File: src/rtl/midi_pkg.sv
// Shared types and constants for the MIDI serial input path.
// Receiver state encoding, oversampling geometry and default baud-tick settings.
package midi_pkg;

  typedef enum logic [1:0] {
    ST_IDLE  = 2'd0,
    ST_START = 2'd1,
    ST_DATA  = 2'd2,
    ST_STOP  = 2'd3
  } rx_state_t;

  localparam int OVERSAMPLE = 16;
  localparam int MID_SAMPLE = 7;
  localparam int DATA_BITS  = 8;

  // 50 MHz / (99 + 1) = 500 kHz = 16 x 31 250 baud
  localparam logic [15:0] DEF_BAUD_FREQ  = 16'd1;
  localparam logic [15:0] DEF_BAUD_LIMIT = 16'd99;

endpackage

File: src/rtl/baud_tick_gen.sv
// Fractional baud tick: accumulator steps by BAUD_FREQ and wraps at BAUD_LIMIT.
// tick is registered, one cycle wide; free-running, no backpressure.
module baud_tick_gen
  import midi_pkg::*;
#(
  parameter logic [15:0] BAUD_FREQ  = DEF_BAUD_FREQ,
  parameter logic [15:0] BAUD_LIMIT = DEF_BAUD_LIMIT
) (
  input  logic clk,
  input  logic res,
  output logic tick
);

  logic [15:0] acc;

  always_ff @(posedge clk) begin
    if (res) begin
      acc  <= 16'd0;
      tick <= 1'b0;
    // a zero increment must stay silent even when the limit is zero
    end else if ((BAUD_FREQ != 16'd0) && (acc >= BAUD_LIMIT)) begin
      acc  <= acc - BAUD_LIMIT;
      tick <= 1'b1;
    end else begin
      acc  <= acc + BAUD_FREQ;
      tick <= 1'b0;
    end
  end

endmodule

File: src/rtl/midi_uart_rx_core.sv
// 8N1 MIDI receiver, 16x oversampled; DATA/DATA_VALID one cycle after the mid-stop-bit tick
// (~152 ticks after the start edge). No backpressure: each byte is a single-cycle strobe.
module midi_uart_rx_core
  import midi_pkg::*;
#(
  parameter logic [15:0] BAUD_FREQ  = DEF_BAUD_FREQ,
  parameter logic [15:0] BAUD_LIMIT = DEF_BAUD_LIMIT
) (
  input  logic       CLK,
  input  logic       RES,
  input  logic       MIDI_IN,
  output logic [7:0] DATA,
  output logic       DATA_VALID
);

  localparam logic [3:0] MID_TICK  = 4'(MID_SAMPLE);
  localparam logic [3:0] LAST_TICK = 4'(OVERSAMPLE - 1);
  localparam logic [2:0] LAST_BIT  = 3'(DATA_BITS - 1);

  logic       tick;
  logic [1:0] sync_q;
  logic       rx;
  rx_state_t  state;
  rx_state_t  state_nxt;
  logic [3:0] tick_cnt;
  logic [2:0] bit_cnt;
  logic [7:0] shreg;
  logic       sample_bit;
  logic       load;

  baud_tick_gen #(
    .BAUD_FREQ (BAUD_FREQ),
    .BAUD_LIMIT(BAUD_LIMIT)
  ) u_tick (
    .clk (CLK),
    .res (RES),
    .tick(tick)
  );

  assign rx = sync_q[1];

  always_ff @(posedge CLK) begin
    if (RES) state <= ST_IDLE;
    else     state <= state_nxt;
  end

  always_comb begin
    state_nxt = state;
    if (tick) begin
      case (state)
        ST_IDLE:  if (!rx) state_nxt = ST_START;
        ST_START: if (tick_cnt == MID_TICK) state_nxt = rx ? ST_IDLE : ST_DATA;
        ST_DATA:  if ((tick_cnt == LAST_TICK) && (bit_cnt == LAST_BIT)) state_nxt = ST_STOP;
        // leave at mid stop bit so a back-to-back start edge is not missed
        ST_STOP:  if (tick_cnt == LAST_TICK) state_nxt = ST_IDLE;
        default:  state_nxt = ST_IDLE;
      endcase
    end
  end

  always_comb begin
    sample_bit = tick && (state == ST_DATA) && (tick_cnt == LAST_TICK);
    load       = tick && (state == ST_STOP) && (tick_cnt == LAST_TICK) && rx;
  end

  always_ff @(posedge CLK) begin
    if (RES) begin
      sync_q     <= 2'b11;
      tick_cnt   <= 4'd0;
      bit_cnt    <= 3'd0;
      shreg      <= 8'd0;
      DATA       <= 8'd0;
      DATA_VALID <= 1'b0;
    end else begin
      sync_q     <= {sync_q[0], MIDI_IN};
      DATA_VALID <= load;
      if (load) DATA <= shreg;
      if (tick) begin
        if ((state == ST_IDLE) || (state != state_nxt)) tick_cnt <= 4'd0;
        else                                            tick_cnt <= tick_cnt + 4'd1;
        if (state == ST_START) bit_cnt <= 3'd0;
        if (sample_bit) begin
          shreg   <= {rx, shreg[7:1]};
          bit_cnt <= bit_cnt + 3'd1;
        end
      end
    end
  end

endmodule

File: config.mk
export PLATFORM = sky130hd
export DESIGN_NAME = midi_uart_rx_core
export DESIGN_NICKNAME = d
export VERILOG_FILES = /design/src/rtl/midi_pkg.sv /design/src/rtl/baud_tick_gen.sv /design/src/rtl/midi_uart_rx_core.sv
export SDC_FILE = /design/constraint.sdc
export NUM_CORES = 1
export LEC_CHECK = 0
export CELL_PAD_IN_SITES_DETAIL_PLACEMENT = 0
export CELL_PAD_IN_SITES_GLOBAL_PLACEMENT = 1
export CORE_ASPECT_RATIO = 1.4
export CORE_MARGIN = 3
export CORE_UTILIZATION = 45
export CTS_CLUSTER_SIZE = 14
export DETAILED_ROUTE_END_ITERATION = 16
export PLACE_DENSITY = 0.88
export SYNTH_ARGS = -nofsm -noshare
export SYNTH_HDL_FRONTEND = slang
export SYNTH_HIERARCHICAL = 1
export SYNTH_SLANG_ARGS = --single-unit
File: constraint.sdc
create_clock -name CLK -period 2.4 [get_ports CLK]
set_input_delay 0.36 -clock CLK [delete_from_list [all_inputs] [get_ports CLK]]
set_output_delay 0.36 -clock CLK [all_outputs]
set_load 0.02 [all_outputs]
======== After elaboration in Yosys (flattened, before gate mapping) ========
Index checks and enable logic that the tools add are counted.
W data, S select, Z words.
word-level totals
  bits in registers ....................... 45
  input bits .............................. 3
  logic and storage cells ................. 44
cells by class
  add/subtract/negate cells ............... 4
  magnitude comparators ................... 1
  equality and inequality tests ........... 7
  mux-type cells .......................... 12
  reduce and logical (&&, ||, !) cells .... 11
operators by type and width
  cell                     count
  $add A16 B1 Y16 const B  1
  $ge A16 B7 Y1 const B    1
  $mux W16                 1
  $sub A16 B7 Y16 const B  1
  $mux W2                  6
  $pmux W2 S4              1
  $logic_and A1 B1 Y1      6
  $mux W3                  2
  $add A4 B1 Y4 const B    1
  $eq A2 B2 Y1 const B     2
  $eq A4 B3 Y1 const B     1
  $eq A4 B4 Y1 const B     1
  $mux W4                  1
  $reduce_and A2 Y1        2
  $add A3 B1 Y3 const B    1
  $eq A3 B3 Y1 const B     1
  $eq A2 B1 Y1 const B     1
  $logic_not A2 Y1         1
  $ne A2 B2 Y1             1
  $reduce_bool A2 Y1       1
  $logic_or A1 B1 Y1       1
  $mux W1                  1

======== Longest topological paths before layout ========
Gate-level depths: netlist of the first run.
  word-level depth ........................ 8
  gate-level depth with buffers ........... 5

======== By module ========
The synthesis of the first run kept the hierarchy.
by module, submodules not included
  module             times used  cells each  area each (sq um)  sequential area each (sq um)
  midi_uart_rx_core  1           146         1253.7             560.5
  baud_tick_gen      1           112         938.4              340.3

======== Least setup slack after synthesis of the first run ========
No wires, ideal clock.
  path kind ............................... reg2reg
  from .................................... register u_tick.acc[8]
  to ...................................... register u_tick.acc[5]
  data arrival time ....................... 1.969 ns
  required time ........................... 2.279 ns
  path slack .............................. 0.310 ns
  stages on the path, launching flop included .. 6
  cells stage by stage .................... dfxtp_1 or4_1 buf_2 or3_4 a221oi_1 mux2_2
between the ends
  longest elaborated chain between the ends .. 2
ends and longest elaborated chain
  what                    RTL line             source
  from (decl)             baud_tick_gen.sv:14  logic [15:0] acc;
  from (signal assigned)  baud_tick_gen.sv:22  acc <= acc - BAUD_LIMIT;
  from (signal assigned)  baud_tick_gen.sv:25  acc <= acc + BAUD_FREQ;
  $ge A16 B7 Y1           baud_tick_gen.sv:21  end else if ((BAUD_FREQ != 16'd0) && (acc >= BAUD_LIMIT)) begin
  $mux W16                baud_tick_gen.sv:21
Every way passes these cells.
A chain may end at the register's enable or synchronous reset.

======== Worst setup path after layout of the first run ========
  from .................................... register u_tick.acc[14]
  to ...................................... register u_tick.acc[5]
The elaborated chain is that of the path after synthesis.

==> flow_summary_export.csv, run 1 <==
group,metric,value,unit
routing,firstDrtPassIters,4,
floorplan,die_h,88.6,µm
timing,hold-worst-slack,0.406,ns
yosys,async_flop_share,0,
worst_setup_path,critPathMaxStageDelay,0.61,ns
floorplan,dieArea,5760,µm²
worst_setup_path,crit_start,"u_tick/acc[14]",
floorplan,die_w,65.0,µm
timing,fin_tns_setup,0,ns
worst_setup_path,crit_required,2.60,ns
cells_and_area,drive_gt1_frac,0.120,
global_routing,grt_usage,0.169,
yosys,synthXorXnorAreaFrac,0.0160,
flow_run,maxCapViolCount,0,
timing,worstMarginPinSlew,0.636,ns
timing,rsz0062_at_grt,"false",
yosys,synth_edf_count,0,
worst_setup_path,worstSetupStartpointType,"flop",
timing,setup_viol,0,
routing,routed-wl-met2,2.29,mm
power,p_total,2.57,mW
yosys,syn-num-nets,265,
timing,maxSlewViolCount,0,
floorplan,rows,29,
place,dp_hpwl,2.96,mm
routing,antenna_left,0,
clocking,cts_resized,0,
timing,period_needed,2.17,ns
yosys,synth_mux_area_frac,0.00970,
cells_and_area,syn_to_final_growth,13.1,%
yosys,ys_ff_latch,45,
worst_setup_path,cp-end-kind,"flop",
power,pwr-share-clk,0.230,
worst_setup_path,crit_slowest_cell,"or4_1",
routing,wl_met3,117,µm
yosys,synth.lib_cells_used.distinct,49,
clocking,cts_buffers,5,
yosys,yosys_warnings,6,
clocking,hold_buffers,0,
timing,fmax,0.461,GHz
place,place.gp.congestion,0.839,
power,seqPwrFrac,0.399,
yosys,synth_compound_area_frac,0.229,
status,outcome,"finished, final reports clean",
yosys,synth_top_family_by_area,"simple AND/OR/NAND/NOR gates",
routing,wl_per_cell,13.5,µm
timing,slew_headroom,0.565,
clocking,clockBufferDepth,2,
min_path,hp-start,"sync_q[0]",
clocking,insertion_delay,0.31,ns
cells_and_area,fin_nets,273,
clocking,h-tree-depth,2,
power,p_sw_frac,0.357,
cells_and_area,antenna_cells,0,
global_routing,grt_max_degree,56,
power,pwr-share-comb,0.371,
routing,vias,1918,
worst_setup_path,path_cells,"or4_1 > or3_4 > a221oi_1 > mux2_2",
clocking,root_buffer,"clkbuf_8",
cells_and_area,fillers,468,
routing,avgViaCountPerCell,5.83,
yosys,yosysSeqAreaShare,0.411,
routing,top_layer,"met4",
yosys,synth_ff_type,"dfxtp_1",
routing,drc,0,
routing,drt_iter0_drc,119,
power,internal_power,1.65,mW
timing,finClkSkew,0.0106,ns
clocking,cts_tree,"built",
routing,drt-total-wl,4.45,mm
yosys,synthAdderAreaFrac,0.0228,
global_routing,antenna_found_initial,0,
floorplan,start_util,0.476,
worst_setup_path,cpLargestDelayFamily,"simple AND/OR/NAND/NOR gates",
floorplan,core_area,4610,µm²
yosys,avgSynthCellArea,8.50,µm²
routing,wirelength_met1,1.94,mm
clocking,cts.sinks,45,
power,p_leak,0.821,nW
timing,hold_viol,0,
power,powerDensity,1030,nW/µm²
floorplan,io_pins,12,
worst_setup_path,crit_path_max_fanout,5,
place,numPortBuffers,11,
worst_setup_path,critPathBufInv,0,
global_routing,gr-total-overflow,0,
yosys,synth_simple_gate_area_frac,0.271,
clocking,path_clk_slew,0.09,ns
yosys,netlist_area,2190,µm²
clocking,postCtsSetupBuffers,0,
global_routing,grt_pass1_wl,7.67,mm
worst_setup_path,r2r_start,"u_tick/acc[14]",
power,p_sw,916,µW
timing,fin_crit_sh,0.903,
yosys,synthCells,258,
worst_setup_path,critPathKind,"flop to flop",
worst_setup_path,crit_arrival,2.36,ns
global_routing,grt_pass1_vias,1828,
min_path,hp-class,"flop to flop",
power,vdd.ir_drop.worst,826,µV
-- sequential cells by signal, indices dropped and copies added (netlist names), 2 cells and up --
name / flops
DATA: 8
bit_cnt: 3
shreg: 8
state: 2
sync_q: 2
tick_cnt: 4
u_tick/acc: 16
-- per-layer routing --
| metal | vias up | global-route usage |
|---|---|---|
| met3 | 8 | 0.0343 |
| met2 | 27 | 0.313 |
| li1 | 987 | - |
| met4 | 0 | 0.0865 |
| met5 | - | 0 |
| met1 | 896 | 0.180 |
-- final cells by class --
class / instances / area (µm²) / share of cell area
inverter: 3 / 11.3 / 0.00454
clock inverter: 3 / 46.3 / 0.0187
sequential: 45 / 901 / 0.363
timing repair buffer: 20 / 173 / 0.0696
multi-input combinational: 191 / 1200 / 0.485
clock buffer: 5 / 68.8 / 0.0277
tap: 62 / 77.6 / 0.0313
-- power groups by stage --
stage / registers (mW) / logic, mW / clock network, mW
after floorplan: 0.976 / 0.727 / 0
after global placement: 1.03 / 0.941 / 0
after detailed placement: 1.04 / 0.952 / 0
after CTS: 1.02 / 0.958 / 0.609
after global routing: 1.05 / 1.06 / 0.639
final: 1.02 / 0.952 / 0.590
-- worst register-to-register path: stages, from the launching register on --
cell and delay, ns:
dfxtp_1 0.34, or4_1 0.61, or3_4 0.42, a221oi_1 0.32
mux2_2 0.36
-- cell families (layout without fill, tap and decap cells) --
kind of cell,count (synthesis),count (layout)
AOI/OAI and AO/OA,79,79
buffers and inverters,22,31
xor gates and xnor gates,4,4
adders and majority gates,4,4
muxes,2,2
and+or+nand+nor,102,102
DFF,45,45
-- stage by stage --
step	std cells	setup WS [ns]	util	instance area, µm²
CTS	329	0.225	0.538	2480
finish	329	0.232	0.538	2480
detailed placement	321	0.237	0.513	2360
floorplan	258	0.310	-	2190
global placement	321	0.261	0.513	2360
global route	329	0.162	0.538	2480
-- cells in the final DEF (no fill, tap or decap), types with 3 or more instances in the layout --
master and count:
or3_1 4, nor3_1 6, nand3_1 22, dfxtp_1 45, clkbuf_8 5, a221oi_1 3
nand3b_1 5, inv_1 3, or2_2 3, o31ai_1 4, nand4_1 3, nand2_1 9
or4_1 7, o211ai_1 3, nor2_1 14, clkdlybuf4s50_1 10, buf_4 9, a2111oi_0 4
nand2b_1 7, a21oi_1 29, ha_1 4, o21ai_0 19, nor2b_1 4, xnor2_1 4
nor4_1 5
-- cell usage after synthesis (2+ instances only) --
library cell,number,area (µm²)
a31o_2,2,17.5
or2_2,3,18.8
nor4_1,5,31.3
xnor2_1,4,35.0
nor3_1,6,30.0
dfxtp_1,45,901
a311oi_1,2,17.5
nand2_1,9,33.8
a221oi_1,3,26.3
clkbuf_1,14,52.6
nor2b_1,4,25.0
a2111oi_0,4,35.0
o21ai_0,19,95.1
nand3_1,22,110
a21oi_1,29,145
o32ai_1,2,17.5
inv_1,3,11.3
ha_1,4,50.1
nor2_1,14,52.6
nand3b_1,5,37.5
or3_1,4,25.0
nand2b_1,7,43.8
buf_2,5,25.0
and3_1,2,12.5
nand4_1,3,18.8
o221ai_1,2,17.5
a211oi_1,2,15.0
o21bai_1,2,15.0
o211ai_1,3,22.5
or4_1,7,52.6
o31ai_1,4,30.0
-- worst paths after layout --
| path | to | slack (ns) | cells past startpoint |
|---|---|---|---|
| max reg2reg | u_tick/acc[5] | 0.23 | 4 |
| max | u_tick/acc[5] | 0.23 | 4 |
| min | sync_q[1] | 0.41 | 1 |
| min reg2reg | sync_q[1] | 0.41 | 1 |
Power figures use the tool's default switching activity.
==> inputs of run 2 (changes only) <==
--- a/config.mk
+++ b/config.mk
@@ -5,6 +5,7 @@
 export SDC_FILE = /design/constraint.sdc
 export NUM_CORES = 1
 export LEC_CHECK = 0
+export CAP_MARGIN = 20
 export CELL_PAD_IN_SITES_DETAIL_PLACEMENT = 0
 export CELL_PAD_IN_SITES_GLOBAL_PLACEMENT = 1
 export CORE_ASPECT_RATIO = 1.4
==> results of run 2 <==
No change in the layout: final DEF, timing and power equal those of run 1.
==> inputs of run 3 (changes only) <==
--- a/config.mk
+++ b/config.mk
@@ -5,15 +5,16 @@
 export SDC_FILE = /design/constraint.sdc
 export NUM_CORES = 1
 export LEC_CHECK = 0
+export ABC_AREA = 1
 export CAP_MARGIN = 20
 export CELL_PAD_IN_SITES_DETAIL_PLACEMENT = 0
 export CELL_PAD_IN_SITES_GLOBAL_PLACEMENT = 1
 export CORE_ASPECT_RATIO = 1.4
 export CORE_MARGIN = 3
-export CORE_UTILIZATION = 45
+export CORE_UTILIZATION = 43
 export CTS_CLUSTER_SIZE = 14
 export DETAILED_ROUTE_END_ITERATION = 16
-export PLACE_DENSITY = 0.88
+export PLACE_DENSITY = 0.87
 export SYNTH_ARGS = -nofsm -noshare
 export SYNTH_HDL_FRONTEND = slang
 export SYNTH_HIERARCHICAL = 1
==> flow_summary_export.csv, run 3 <==
group,metric,value,unit
floorplan,dieArea,5770,µm²
yosys,synth_edf_count,0,
min_path,hp-class,"flop to flop",
worst_setup_path,r2r_slack,0.78,ns
cells_and_area,regMostFlops,"u_tick/acc",
floorplan,rows,29,
cells_and_area,drive_gt1_frac,0.119,
worst_setup_path,cp-end-kind,"flop",
clocking,insertion_delay,0.29,ns
yosys,yosysTopAreaCell,"dfxtp_1",
yosys,synth.lib_cells_used.distinct,33,
worst_setup_path,crit_required,2.59,ns
worst_setup_path,crit_path_max_fanout,10,
power,powerDensity,1110,nW/µm²
timing,period_needed,1.62,ns
global_routing,grt_usage,0.144,
yosys,ys_ff_latch,45,
global_routing,grt_max_degree,18,
timing,setup_viol,0,
yosys,netlist_top_cells_count,"66 x nor2_1, 47 x nand2_1, 45 x dfxtp_1",
place,place.gp.congestion,0.787,
clocking,cts_resized,0,
worst_setup_path,crit_arrival,1.81,ns
routing,wl_per_cell,9.84,µm
clocking,cts_tree,"built",
floorplan,core_area,4610,µm²
yosys,yosys_warnings,6,
yosys,syn-num-nets,288,
cells_and_area,largest_reg_flops,16,
global_routing,antenna_found_initial,0,
min_path,hold-path-cell-count,1,
clocking,hold_buffers,0,
floorplan,die_h,88.7,µm
routing,drt-total-wl,3.51,mm
routing,drc,0,
worst_setup_path,reg2reg_depth,8,
routing,drt_iter0_drc,54,
floorplan,start_util,0.456,
cells_and_area,final_cell_mix,"66 x nor2_1, 47 x nand2_1, 45 x dfxtp_1, 25 x inv_1, 20 x o21ai_0",
yosys,avgSynthCellArea,7.48,µm²
worst_setup_path,critPathKind,"flop to flop",
routing,firstDrtPassIters,4,
cells_and_area,layoutNonFillerInstCount,357,
yosys,synth.top_cell.area_share,0.429,
cells_and_area,final_cell_area,2360,µm²
timing,setup_ws,0.781,ns
timing,fin_crit_sh,0.675,
cells_and_area,syn_to_final_growth,12.6,%
place,dp_hpwl,2.66,mm
floorplan,die_w,65.1,µm
timing,hold-worst-slack,0.411,ns
place,dpl-instance-area,2240,µm²
timing,fmax,0.618,GHz
routing,vias,1667,
flow_run,maxCapViolCount,0,
global_routing,grt_pass1_vias,1575,
routing,antenna_left,0,
clocking,cts_buffers,5,
timing,slew_headroom,0.727,
worst_setup_path,r2r_end,"DATA[2]",
place,numPortBuffers,11,
timing,worstMarginPinSlew,0.409,ns
worst_setup_path,worstSetupStartpointType,"flop",
yosys,yosysSeqAreaShare,0.429,
cells_and_area,mostFrequentLayoutCell,"nor2_1",
global_routing,gr-total-overflow,0,
yosys,synth_ff_type,"dfxtp_1",
yosys,synth.most_common_cell,"nor2_1",
place,place_ws,0.671,ns
worst_setup_path,r2r_start,"tick_cnt[0]",
yosys,synthCells,281,
clocking,h-tree-depth,2,
clocking,postCtsSetupBuffers,0,
power,vdd.ir_drop.worst,647,µV
floorplan,io_pins,12,
cells_and_area,fin_nets,301,
yosys,async_flop_share,0,
timing,fin_tns_setup,0,ns
clocking,path_clk_slew,0.08,ns
status,outcome,"finished, final reports clean",
global_routing,grt_pass1_wl,6.51,mm
clocking,clockBufferDepth,2,
timing,rsz0062_at_grt,"false",
routing,avgViaCountPerCell,4.67,
min_path,hold_end,"sync_q[1]",
cells_and_area,top_regs,"u_tick/acc: 16 flops, DATA: 8 flops, shreg: 8 flops",
timing,maxSlewViolCount,0,
clocking,root_buffer,"clkbuf_8",
timing,finClkSkew,0.00333,ns
timing,hold_viol,0,
power,p_leak,1.03,nW
yosys,synthTopCellsByArea,"dfxtp_1 43%, nor2_1 12%, nand2_1 8.4%, o21ai_0 4.8%, inv_1 4.5%",
clocking,cts.sinks,45,
place,dp_cells,349,
cells_and_area,antenna_cells,0,
min_path,hp-start,"sync_q[0]",
yosys,netlist_area,2100,µm²
-- run 3: changes by cell type after synthesis, sizes merged, moves of 7 or more --
cell / delta
or4: -8
nand2: +43
inv: +25
a21oi: -13
nand2b: -7
nor2: +56
clkbuf: -11
-- run 3: final cells by class --
| class | count | area, µm² |
|---|---|---|
| fillers | 485 | 2240 |
| clock inverters | 2 | 37.5 |
| repair buffers | 12 | 118 |
| well taps | 62 | 77.6 |
| multi-input cells | 201 | 1030 |
| flip-flops and latches | 45 | 901 |
| inverters | 29 | 114 |
| clock buffers | 6 | 82.6 |
-- run 3: critical path, stage by stage, from the launching register on --
cell	delay, ns
dfxtp_1	0.37
ha_1	0.21
nand3_1	0.12
inv_1	0.13
a21oi_2	0.07
a21oi_2	0.20
nand3_4	0.15
o21ai_0	0.20
nor2_1	0.06
-- run 3: kinds of logic (layout without fill, tap and decap cells) --
group	after synthesis	after routing	synth area share
flops	45	45	0.429
simple gates	146	146	0.318
compound gates	41	41	0.108
mux	1	1	0.00476
xor+xnor	9	9	0.0375
buf+inv	35	49	0.0786
fa+ha+maj	4	4	0.0238
-- run 3: power by group --
part | leakage [nW] | internal [mW] | switching (mW)
sequential | 0.367 | 0.886 | 0.130
combinational | 0.608 | 0.394 | 0.625
clock | 0.0574 | 0.338 | 0.251
-- run 3: worst max-delay path by stage --
stage / start / to / slack, ns / cells past startpoint
global route: tick_cnt[0] / DATA[7] / 0.60 / 8
floorplan: tick_cnt[0] / DATA[0] / 0.98 / 8
global placement: RES / bit_cnt[0] / 0.73 / 4
detailed placement: RES / DATA[2] / 0.67 / 4
CTS: tick_cnt[0] / DATA[3] / 0.74 / 8
finish: tick_cnt[0] / DATA[2] / 0.78 / 8
-- run 3: metrics by stage --
step	total power [mW]	util
4_1_cts	2.67	0.513
2_1_floorplan	1.93	-
3_3_place_gp	2.05	0.487
3_5_place_dp	2.07	0.487
6_report	2.62	0.513
5_1_grt	2.89	0.513
-- run 3: per-layer routing --
| layer | share of wire | vias to the layer above | GRT usage |
|---|---|---|---|
| met2 | 0.51 | 12 | 0.265 |
| met4 | 0.026 | 0 | 0.0792 |
| met5 | 0 | - | 0 |
| met1 | 0.44 | 732 | 0.151 |
| met3 | 0.023 | 7 | 0.0305 |
| li1 | - | 916 | - |
